--- src/rtl/branch_ctrl.sv ---
// Branch control for the program counter: decodes the current instruction,
// checks the branch condition against registered ALU flags, looks up the
// jump offset in a programmable table and raises a sticky halt request.
module branch_ctrl #(
    parameter int unsigned LUT_DEPTH = 16,
    parameter int unsigned CNT_W     = 16
) (
    input  logic                         CLK,
    input  logic                         init_n,
    input  logic                         instr_valid,
    input  logic [8:0]                   instr,
    input  logic                         alu_zero,
    input  logic                         alu_neg,
    input  logic                         flag_we,
    input  logic                         lut_we,
    input  logic [$clog2(LUT_DEPTH)-1:0] lut_addr,
    input  logic [8:0]                   lut_data,
    output logic                         BranchEnable,
    output logic                         BranchTaken,
    output logic                         JumpDirection,
    output logic [7:0]                   JumpAmount,
    output logic                         halt_req,
    output logic [CNT_W-1:0]             taken_count
);

    localparam int unsigned IDX_W  = $clog2(LUT_DEPTH);
    localparam int unsigned ENT_W  = 9;
    localparam logic [8:0]  HALT_OP = 9'b110_111111;

    typedef enum logic [1:0] {
        ST_RUN    = 2'd0,
        ST_SQUASH = 2'd1,
        ST_HALTED = 2'd2
    } state_t;

    state_t                 state_q;
    state_t                 state_d;
    logic                   zero_q;
    logic                   neg_q;
    logic [ENT_W-1:0]       lut_q [LUT_DEPTH];
    logic [CNT_W-1:0]       cnt_q;
    logic                   cnt_inc;

    logic                   is_branch;
    logic                   is_halt;
    logic [1:0]             cond;
    logic [IDX_W-1:0]       idx;
    logic                   cond_true;
    logic [ENT_W-1:0]       lut_rd;

    assign is_branch = (instr[8:6] == 3'b111);
    assign is_halt   = (instr == HALT_OP);
    assign cond      = instr[5:4];
    assign idx       = instr[IDX_W-1:0];
    assign lut_rd    = lut_q[idx];

    // Branch condition against the registered flags (no same-cycle bypass)
    always_comb begin
        cond_true = 1'b0;
        case (cond)
            2'b00:   cond_true = 1'b1;
            2'b01:   cond_true = zero_q;
            2'b10:   cond_true = ~zero_q;
            default: cond_true = neg_q;
        endcase
    end

    // State register
    always_ff @(posedge CLK) begin
        if (!init_n) begin
            state_q <= ST_RUN;
        end else begin
            state_q <= state_d;
        end
    end

    // Next state and combinational branch outputs; everything is zero in reset
    always_comb begin
        state_d       = state_q;
        BranchEnable  = 1'b0;
        BranchTaken   = 1'b0;
        JumpDirection = 1'b0;
        JumpAmount    = 8'h00;
        cnt_inc       = 1'b0;
        case (state_q)
            ST_RUN: begin
                if (instr_valid && is_branch) begin
                    BranchEnable  = 1'b1;
                    BranchTaken   = cond_true;
                    JumpDirection = lut_rd[8];
                    JumpAmount    = lut_rd[7:0];
                    if (cond_true) begin
                        state_d = ST_SQUASH;
                        cnt_inc = 1'b1;
                    end
                end else if (instr_valid && is_halt) begin
                    state_d = ST_HALTED;
                end
            end
            ST_SQUASH: begin
                state_d = ST_RUN;
            end
            ST_HALTED: begin
                state_d = ST_HALTED;
            end
            default: begin
                state_d = ST_RUN;
            end
        endcase
        if (!init_n) begin
            BranchEnable  = 1'b0;
            BranchTaken   = 1'b0;
            JumpDirection = 1'b0;
            JumpAmount    = 8'h00;
            cnt_inc       = 1'b0;
        end
    end

    // ALU flag register
    always_ff @(posedge CLK) begin
        if (!init_n) begin
            zero_q <= 1'b0;
            neg_q  <= 1'b0;
        end else if (flag_we) begin
            zero_q <= alu_zero;
            neg_q  <= alu_neg;
        end
    end

    // Jump-offset table; a same-cycle read sees the old entry
    always_ff @(posedge CLK) begin
        if (!init_n) begin
            for (int unsigned i = 0; i < LUT_DEPTH; i++) begin
                lut_q[i] <= '0;
            end
        end else if (lut_we) begin
            lut_q[lut_addr] <= lut_data;
        end
    end

    // Saturating taken-branch counter
    always_ff @(posedge CLK) begin
        if (!init_n) begin
            cnt_q <= '0;
        end else if (cnt_inc && (cnt_q != '1)) begin
            cnt_q <= cnt_q + CNT_W'(1);
        end
    end

    assign halt_req    = (state_q == ST_HALTED) && init_n;
    assign taken_count = init_n ? cnt_q : '0;

endmodule
--- config.mk ---
export PLATFORM = sky130hd
export DESIGN_NAME = branch_ctrl
export DESIGN_NICKNAME = d
export VERILOG_FILES = /design/src/rtl/branch_ctrl.sv
export SDC_FILE = /design/constraint.sdc
export NUM_CORES = 1
export LEC_CHECK = 0
export CAP_MARGIN = 5
export CORE_UTILIZATION = 59
export CTS_CLUSTER_SIZE = 8
export DETAILED_ROUTE_END_ITERATION = 6
export PLACE_DENSITY = 0.8
export SYNTH_ARGS = -nofsm -noshare
export SYNTH_HDL_FRONTEND = slang
export SYNTH_SLANG_ARGS = --single-unit
--- constraint.sdc ---
create_clock -name CLK -period 3.85 [get_ports CLK]
set_clock_uncertainty 0.05 [all_clocks]
set_input_delay 0.9625 -clock CLK [delete_from_list [all_inputs] [get_ports CLK]]
set_output_delay 0.9625 -clock CLK [all_outputs]
set_load 0.005 [all_outputs]
Yosys cells after proc, flatten, opt, wreduce, memory -nomap -nowiden

Memory sizes are Yosys's and may differ from the RTL's.
Index checks and enable logic that the tools add are counted.

Add/subtract/negate cells: 1
Multiply operators: 0
Div/mod/pow operators: 0
Order comparisons: 0
Eq/ne operators: 8
Shift operators: 0
Mux-type cells: 29
Bitwise operators: 1
Reduce and logical (&&, ||, !) cells: 8

Operators with widths:

| operator                                                        | number |
|---|---|
| 8-bit two-way mux                                               | 3 |
| 1-bit two-way mux                                               | 18 |
| 16-bit by 1-bit adder with 16-bit output, second input constant | 1 |
| 16-bit two-way mux                                              | 1 |
| 16-bit != test, second input constant                           | 1 |
| 9-bit == test, second input constant                            | 1 |
| 9-bit two-way mux                                               | 1 |
| 9-bit OR reduction                                              | 1 |
| 2-bit two-way mux                                               | 3 |
| 3-bit != test, second input constant                            | 2 |
| 2-bit == test, second input constant                            | 2 |
| 1-bit logical AND                                               | 4 |
| 2-bit logical NOT                                               | 2 |
| 4-bit two-way mux                                               | 1 |
| 2-bit case mux with 2 select lines                              | 1 |
| 3-bit == test, second input constant                            | 1 |
| 1-bit case mux with 3 select lines                              | 1 |
| 2-bit by 1-bit == test with 1-bit output, second input constant | 1 |
| 2-bit AND reduction                                             | 1 |
| 1-bit NOT                                                       | 1 |

Register bits: 20
Bits in latches: 0
Memory bits (writable): 144
ROM bits: 0
Bits of input ports: 29
Output and inout port bits: 28
Logic and storage cells: 52
Memories: 1

Memories:

| memory | words | width | read ports | clocked after Yosys merged registers in | write ports | line | text |
|---|---|---|---|---|---|---|---|
| lut_q  | 16    | 9     | 1          | 0                                       | 16          | 40   | `logic [ENT_W-1:0] lut_q [LUT_DEPTH];` |

Longest topological paths before layout

Gate-level depths: netlist (run 1).

Depth after elaboration: 7
Depth in mapped cells: 9
Gate-level depth less buffers: 6

Least setup slack after synthesis (run 1)

Ideal clock, no wire load.

Path type: in2out
Start: in instr[0]
End: out JumpAmount[2]
Arrival: 2607 ps
Data required time: 2838 ps
Setup slack: 230 ps
Stages: 5
Buffers on the path: 2
Cells stage by stage: buf_2 buf_1 mux4_2 a22oi_1 a31oi_1

Word-level cells in the longest chain between the ends: 4

RTL lines:

| what                   | line | text |
|---|---|---|
| start, declared        | 11   | `input logic [8:0] instr,` |
| memory read 16 x 9 bit | n/a  |  |
| 8-bit two-way mux      | 87   | `if (instr_valid && is_branch) begin` |
| 8-bit two-way mux      | 85   | `case (state_q)` |
| 8-bit two-way mux      | 110  | `if (!init_n) begin` |
| end, declared          | 21   | `output logic [7:0] JumpAmount,` |

No other way between the ends.

Worst setup path in the final report (run 1)

Start: in instr_valid
End: out BranchEnable

Word-level cells in the longest chain between the ends: 4

RTL lines:

| what              | line | text |
|---|---|---|
| start, declared   | 10   | `input logic instr_valid,` |
| 1-bit logical AND | 87   |  |
| 1-bit two-way mux | 87   |  |
| 1-bit two-way mux | 85   |  |
| 1-bit two-way mux | 110  |  |
| end, declared     | 18   | `output logic BranchEnable,` |

No other way between the ends.

==> impl_metrics.ini, run 1 <==
[status]
status = finished clean

[route]
drc = 0
wl_um = 18500
drt_iter0_drc = 533
ant_nets = 0
dr.pass1.iters = 5
wl_per_cell_um = 22.1
vias_per_cell = 5.98
vias = 4998

[setup_path]
critPathSlowestCell = or4_4
cp-end-kind = primary output
crit_chain = clkdlybuf4s50_1 > nand3_1 > or4_4 > buf_4 > inv_1 > clkdlybuf4s50_1
crit_arrival_ns = 2.73
crit_required_ns = 2.84
r2r_start = state_q[0]
path_class = in -> out
max_stage_delay_ns = 0.50
path_max_fanout = 5
cpMostUsedCell = clkdlybuf4s50_1
worst_setup_path_start_kind = input pin
critPathLaunch = instr_valid

[timing]
slew_violations = 0
finalCriticalPeriod_ns = 3.74
tightest_slew_ns = 0.768
setup_viol = 0
fmax_mhz = 267
hold_viol = 0
setup-tns-final_ns = 0
fin_crit_sh_pct = 97.2
slew_headroom_pct = 48.6
rsz0062_at_grt = false

[pwr]
seq_power_share_pct = 51.0
power_density_mw_per_mm2 = 434
design_power_total_uw = 4030
power.leakage_uw = 0.00340
switching_share_pct = 21.3
vdd_ir_drop_max_v = 0.000338
pwr-share-comb_pct = 7.7
p_switching_uw = 858
p_int_uw = 3170
clockPowerShare_pct = 41.3

[clock_tree]
clock_latency_ns = 0.43
cts_tree = done
clock-root-buffer = clkbuf_16
clk_pin_slew_ns = 0.06
cts_sinks = 164
cts_made_buffers = 17
clk_path_buf_depth = 2
htree_levels = 4
cts_hold_buf = 0
postCtsSetupRepairBufs = 0

[cells_and_area]
fin_area_mm2 = 0.00929
final_cell_mix = and2_1 (158), edfxtp_1 (144), clkdlybuf4s50_1 (42), buf_4 (40), mux4_2 (36)
nNetsFinal = 681
n_antenna_cell = 0
area_growth_pct = 20.7
drive_above_1_share_pct = 17.9
final_cells = 836
final_common_cell = and2_1
postLayoutCoreUtil_pct = 73.3
fill_cells = 838

[floorplan]
core_mm2 = 0.0127
start_util_pct = 60.7
placementRows = 41
die_y_um = 116
chipWidth_um = 116
io_pins = 57
fp.dieArea_mm2 = 0.0135

[global_route]
grt_pass1_wl_um = 27700
grt_start_max_net_pins = 37
grt_pass1_vias = 4911
grt.total_usage_pct = 29.6
overflow = 0
antenna_found_initial = 0

[synth]
synth_area_mm2 = 0.00770
synth_top_area_cell = edfxtp_1
syn_nets = 595
yosysSeqAreaShare_pct = 61.4
synth.avg_cell_area_um2 = 13.6
synthDistinctLibCells = 39
yosys-top-cells-area = edfxtp_1 (56%), and2_1 (13%), mux4_2 (11%)
synth_ff_type = edfxtp_1
synth-edff-count = 144
syn-instance-count = 565
async_flop_share_pct = 0
synth_top_area_share_pct = 56.2
synth.ff_latch_count = 164
synth_warnings = 0

[placed_design]
gp_congestion = 0.856
portBuffers = 56
dp_hpwl_um = 12800
placed_cells = 803
placed_area_mm2 = 0.00867

[run]
drv_cap = 0

[min_path]
hp-class = reg -> reg
min_from = state_q[0]
==> sequential cells by signal, summed over array words and instances (netlist names) <==
name,flops
state_q,2
zero_q,1
lut_q,144
cnt_q,16
neg_q,1
==> logic make-up after synthesis <==
kind of cell	after synthesis	synth area share, %
muxes	46	12.0
DFF	164	61.4
xor gates and xnor gates	8	0.910
buffers and inverters	39	2.16
and+or+nand+nor	265	20.3
AOI/OAI and AO/OA	42	3.15
adders and majority gates	1	0.163
==> power by group through the flow <==
stage | clock network, uW | registers, uW | logic (uW)
2_1_floorplan | 0 | 2070 | 168
3_3_place_gp | 0 | 2080 | 296
3_5_place_dp | 0 | 2090 | 302
4_1_cts | 1680 | 2050 | 309
5_1_grt | 1740 | 2060 | 328
6_report | 1670 | 2050 | 311
==> final timing paths <==
check	endpoint	slack, ns	depth (start not counted)
setup / recovery	BranchEnable	0.11	6
hold / removal	state_q[1]	0.43	1
setup reg to reg	cnt_q[11]	1.56	5
hold reg to reg	state_q[1]	0.43	1
==> synth_stat cells, types with 6 or more instances <==
master	instances
nand2_1	13
nand4_1	7
nor3_1	8
clkbuf_1	23
dfxtp_1	20
nand3_1	8
xnor2_1	8
inv_1	6
nor4_1	10
and3_1	10
o21ai_0	13
mux4_2	36
and2_1	158
nor2_1	30
a21oi_1	16
nand2b_1	7
a22oi_1	9
edfxtp_1	144
==> final cells by class <==
class / instances / area [um2] / area share (%)
clock buffer: 20 / 437 / 4.70
clock inverter: 12 / 138 / 1.48
inverter: 7 / 28.8 / 0.310
multi-input combinational: 362 / 2820 / 30.4
sequential: 164 / 4720 / 50.9
tap: 172 / 215 / 2.32
timing repair buffer: 99 / 923 / 9.94
==> what timing repair did <==
item	in CTS	in global routing
pin swaps	1	0
gates cloned	1	0
setup endpoints to repair	10	2
resized for setup	14	4
==> critical path: cells and delay by family <==
| kind | cells | cell delay (ns) |
|---|---|---|
| buffers and inverters | 4 | 1.16 |
| AND/OR/NAND/NOR | 2 | 0.60 |
==> through the flow <==
stage | hold WS [ns] | setup WS (ns)
2_1_floorplan | 0.375 | 0.230
3_3_place_gp | 0.418 | -0.144
3_5_place_dp | 0.419 | -0.146
4_1_cts | 0.427 | 0.00832
5_1_grt | 0.461 | 0.0445
6_report | 0.428 | 0.108
==> routing by layer <==
metal	GRT usage (%)	up-vias	routed length (um)
met4	13.0	0	516
met5	0	-	0
li1	-	2254	-
met2	49.5	254	9400
met1	37.4	2455	7060
met3	6.33	35	1530
Power figures use the tool's default switching activity.
==> run 2: changes to the inputs <==
--- a/config.mk
+++ b/config.mk
@@ -9,7 +9,9 @@
 export CORE_UTILIZATION = 59
 export CTS_CLUSTER_SIZE = 8
 export DETAILED_ROUTE_END_ITERATION = 6
+export MAX_ROUTING_LAYER = met4
 export PLACE_DENSITY = 0.8
+export REMOVE_ABC_BUFFERS = 1
 export SYNTH_ARGS = -nofsm -noshare
 export SYNTH_HDL_FRONTEND = slang
 export SYNTH_SLANG_ARGS = --single-unit
==> run 2 against run 1 <==
  * Register-to-register slack worse by 0.91 ns
  * Largest cell class unchanged
  * Clock power about the same
  * Largest power group unchanged
  * Total power about the same
==> impl_metrics.ini, run 2 (same netlist as run 1, synthesis figures left out) <==
[global_route]
antenna_found_initial = 0
grt.total_usage_pct = 30.0
grt_pass1_wl_um = 27700
overflow = 0
grt_start_max_net_pins = 37
grt_pass1_vias = 5076

[timing]
slew_violations = 0
slew_headroom_pct = 46.9
finalCriticalPeriod_ns = 3.80
fmax_mhz = 263
hold_viol = 0
fin_crit_sh_pct = 98.7
setup_viol = 0
tightest_slew_ns = 0.786
rsz0062_at_grt = true

[setup_path]
crit_required_ns = 2.84
cp-end-kind = primary output
r2r_start = zero_q
crit_chain = clkdlybuf4s50_1 > nand3_2 > or4_4 > buf_4 > buf_12 > a21oi_1 > dlygate4sd2_1
worst_setup_path_start_kind = input pin
max_stage_delay_ns = 0.56
crit_arrival_ns = 2.79
r2r_end = cnt_q[13]
critPathSlowestCell = or4_4
reg2reg_setup_slack_ns = 0.65
path_max_fanout = 5
rr_worst_depth = 19
path_class = in -> out

[clock_tree]
htree_levels = 4
cts_hold_buf = 0
clock-root-buffer = clkbuf_16
cts_tree = done
cts_sinks = 164
clk_pin_slew_ns = 0.06
clk_path_buf_depth = 2
cts_made_buffers = 17
clock_latency_ns = 0.42

[min_path]
hp-class = reg -> reg
hold_depth = 1
min_from = state_q[0]
holdPathEnd = state_q[1]

[cells_and_area]
drive_above_1_share_pct = 21.7
top_register = lut_q
nNetsFinal = 709
reg_top3 = lut_q: 144 flops, cnt_q: 16 flops, state_q: 2 flops
largest_reg_flops = 144
n_antenna_cell = 0
fill_cells = 770
final_common_cell = and2_1
final_cells = 863
fin_area_mm2 = 0.00955
regArea_mm2 = 0.00472
final_cell_mix = and2_1 (158), edfxtp_1 (144), buf_4 (64), clkdlybuf4s50_1 (44), mux4_2 (36)
multiInputGateArea_mm2 = 0.00285
area_growth_pct = 24.0

[status]
status = finished clean

[route]
ant_nets = 0
route.met3.wl_um = 1370
vias = 5138
wl_met1_um = 7080
vias_per_cell = 5.95
wl_um = 18200
drt_iter0_drc = 551
drc = 0
dr.pass1.iters = 5
wl_per_cell_um = 21.1
highest_layer = met4
met2_length_um = 9200

[floorplan]
die_y_um = 116
fp.dieArea_mm2 = 0.0135
io_pins = 57
start_util_pct = 60.7
placementRows = 41
chipWidth_um = 116
core_mm2 = 0.0127

[placed_design]
placed_area_mm2 = 0.00868
portBuffers = 56
gp_congestion = 0.900
dp_hpwl_um = 11900
placed_cells = 802

[pwr]
vdd_ir_drop_max_v = 0.000351
power_density_mw_per_mm2 = 422
power.leakage_uw = 0.00351

[run]
drv_cap = 0
run 2: worst max-delay path by stage:
stage | startpoint | endpoint | slack, ns | cells past startpoint
after global placement | init_n | JumpDirection | -0.18 | 6
final | instr[8] | JumpAmount[1] | 0.05 | 7
after detailed placement | init_n | JumpDirection | -0.17 | 6
after CTS | instr[1] | JumpAmount[7] | 0.004 | 7
after floorplan | init_n | BranchTaken | 0.76 | 4
after global routing | instr[3] | JumpAmount[2] | -0.07 | 7
run 2: cell type report:
class / count / area share (%)
well taps: 172 / 2.25
inverters: 7 / 0.301
multi-input cells: 362 / 29.8
repair buffers: 127 / 12.2
flip-flops and latches: 164 / 49.5
clock buffers: 17 / 4.46
clock inverters: 14 / 1.51
run 2: through the flow:
stage	util, %	hold slack, ns	setup slack [ns]	power, uW	TNS, ns
global placement	68.5	0.397	-0.184	2370	-1.38
floorplan	-	0.377	0.759	2210	0
CTS	74.4	0.420	0.00402	4020	0
detailed placement	68.5	0.411	-0.174	2390	-1.37
finish	75.3	0.422	0.0497	4030	0
global route	75.3	0.456	-0.0667	4140	-0.149
run 2: timing repair:
item | CTS | global route
setup buffers | 16 | 13
pin swaps | 2 | 1
gates resized for setup | 16 | 10
gates cloned | 1 | 0
endpoints found under the setup margin | 10 | 6
run 2: critical path: cells and delay by family:
kind / cells / cell delay, ns
buf+inv: 4 / 1.04
simple gates: 2 / 0.64
compound gates: 1 / 0.15
run 2: report_power, final:
part / switching (uW) / leakage (uW) / internal, uW / total, uW
Sequential: 29.5 / 0.00153 / 2020 / 2050
Combinational: 171 / 0.00170 / 157 / 329
Clock: 653 / 0.000269 / 997 / 1650
Total: 854 / 0.00351 / 3180 / 4030
run 2: layer usage:
metal  GRT usage (%)  vias to the layer above
met2            49.6                      265
li1                -                     2311
met1            36.8                     2519
met3            5.50                       43
met4            11.6                        0
met5               -                        -
==> run 3: changes to the inputs <==
--- a/config.mk
+++ b/config.mk
@@ -6,6 +6,7 @@
 export NUM_CORES = 1
 export LEC_CHECK = 0
 export CAP_MARGIN = 5
+export CORE_ASPECT_RATIO = 0.9
 export CORE_UTILIZATION = 59
 export CTS_CLUSTER_SIZE = 8
 export DETAILED_ROUTE_END_ITERATION = 6
==> run 3 against run 2 <==
  * Design area decreased by 3.4%
  * Critical path depth down 1
  * Global-route usage up 0.51 points
==> impl_metrics.ini, run 3 (same netlist as run 1, synthesis figures left out) <==
[clock_tree]
clock-root-buffer = clkbuf_16
htree_levels = 4
clock_latency_ns = 0.43
clk_path_buf_depth = 2
cts_sinks = 164
cts_hold_buf = 0
clk_pin_slew_ns = 0.06
cts_tree = done
cts_made_buffers = 17

[pwr]
vdd_ir_drop_max_v = 0.000391
power.leakage_uw = 0.00334
power_density_mw_per_mm2 = 422

[cells_and_area]
largest_reg_flops = 144
n_antenna_cell = 0
regArea_mm2 = 0.00472
reg_top3 = lut_q: 144 flops, cnt_q: 16 flops, state_q: 2 flops
fill_cells = 809
postLayoutCoreUtil_pct = 72.6
nNetsFinal = 677
area_growth_pct = 19.7
top_register = lut_q
multiInputGateArea_mm2 = 0.00284
final_cell_mix = and2_1 (158), edfxtp_1 (144), clkdlybuf4s50_1 (43), mux4_2 (36), buf_4 (33)
final_common_cell = and2_1
drive_above_1_share_pct = 16.8

[floorplan]
start_util_pct = 60.7
fp.dieArea_mm2 = 0.0135
core_mm2 = 0.0127
chipWidth_um = 122
io_pins = 57
placementRows = 39
die_y_um = 110

[run]
drv_cap = 0

[timing]
slew_violations = 0
fmax_mhz = 263
slew_headroom_pct = 53.4
hold_viol = 0
fin_crit_sh_pct = 98.9
finalCriticalPeriod_ns = 3.81
rsz0062_at_grt = true
tightest_slew_ns = 0.697
setup_viol = 0
setup-tns-final_ns = 0

[global_route]
overflow = 0
grt_start_max_net_pins = 37
grt_pass1_wl_um = 27900
grt.total_usage_pct = 30.5
antenna_found_initial = 0
grt_pass1_vias = 4932

[setup_path]
path_class = in -> out
crit_required_ns = 2.84
path_max_fanout = 9
cp-end-kind = primary output
worst_setup_path_start_kind = input pin
crit_arrival_ns = 2.79

[route]
wl_um = 18200
drt_iter0_drc = 608
dr.pass1.iters = 5
vias = 5023
wl_per_cell_um = 22.1
ant_nets = 0
vias_per_cell = 6.10
drc = 0

[status]
status = finished clean

[placed_design]
gp_congestion = 0.919
portBuffers = 56
dp_hpwl_um = 12100

[min_path]
hp-class = reg -> reg
[run 3: cell types whose count changed in the layout (fill, tap and decap cells not counted), moves of 2 or more]
cell       before  now
clkbuf_2        2    0
bufinv_16       3    1
a31oi_2         0    2
clkinv_1        8    5
clkbuf_1        0    6
buf_12          5    3
buf_4          64   33
[run 3: final cells by class]
type                    instances  share of cell area [%]
flip-flops and latches        164                    51.3
inverters                       7                   0.312
well taps                     164                    2.23
multi-input cells             362                    30.8
clock inverters                 8                   0.665
clock buffers                  23                    4.86
repair buffers                 95                    9.90
[run 3: final timing paths]
check,slack (ns),from,depth (start not counted),to
max reg2reg,1.46,state_q[1],6,cnt_q[11]
min,0.41,state_q[0],1,state_q[1]
max,0.04,instr[7],6,BranchEnable
min reg2reg,0.41,state_q[0],1,state_q[1]
[run 3: worst max-delay path, stage by stage]
cell	delay, ns
clkdlybuf4s50_1	0.48
nand3_2	0.10
or4_4	0.55
buf_6	0.17
inv_1	0.05
clkdlybuf4s50_1	0.49
[run 3: power breakdown]
group	total [uW]	switching (uW)	internal, uW
sequential	2050	28.8	2020
combinational	313	172	141
clock	1520	649	872
[run 3: timing repair]
| action | CTS | global route |
|---|---|---|
| gates cloned | 1 | 0 |
| endpoints found under the setup margin | 10 | 4 |
| setup buffers | 2 | 0 |
| gates resized for setup | 18 | 4 |
[run 3: through the flow]
step	setup WS, ns	total power, uW	cells	cell area (um2)	hold slack (ns)
6_report	0.0429	3890	823	9220	0.413
5_1_grt	-0.0374	3990	823	9220	0.462
4_1_cts	0.000834	3890	823	9210	0.421
3_5_place_dp	-0.125	2390	789	8630	0.411
3_3_place_gp	-0.106	2370	789	8630	0.398
2_1_floorplan	0.759	2210	533	7560	0.377
[run 3: per-layer routing]
metal / wire length (um) / track usage, % / up-vias / part of all wire, %
met1: 7550 / 40.6 / 2501 / 41
met3: 1620 / 6.94 / 36 / 8.9
met2: 8600 / 45.1 / 242 / 47
met5: 0 / - / - / 0
met4: 454 / 13.6 / 0 / 2.5
li1: - / - / 2244 / -
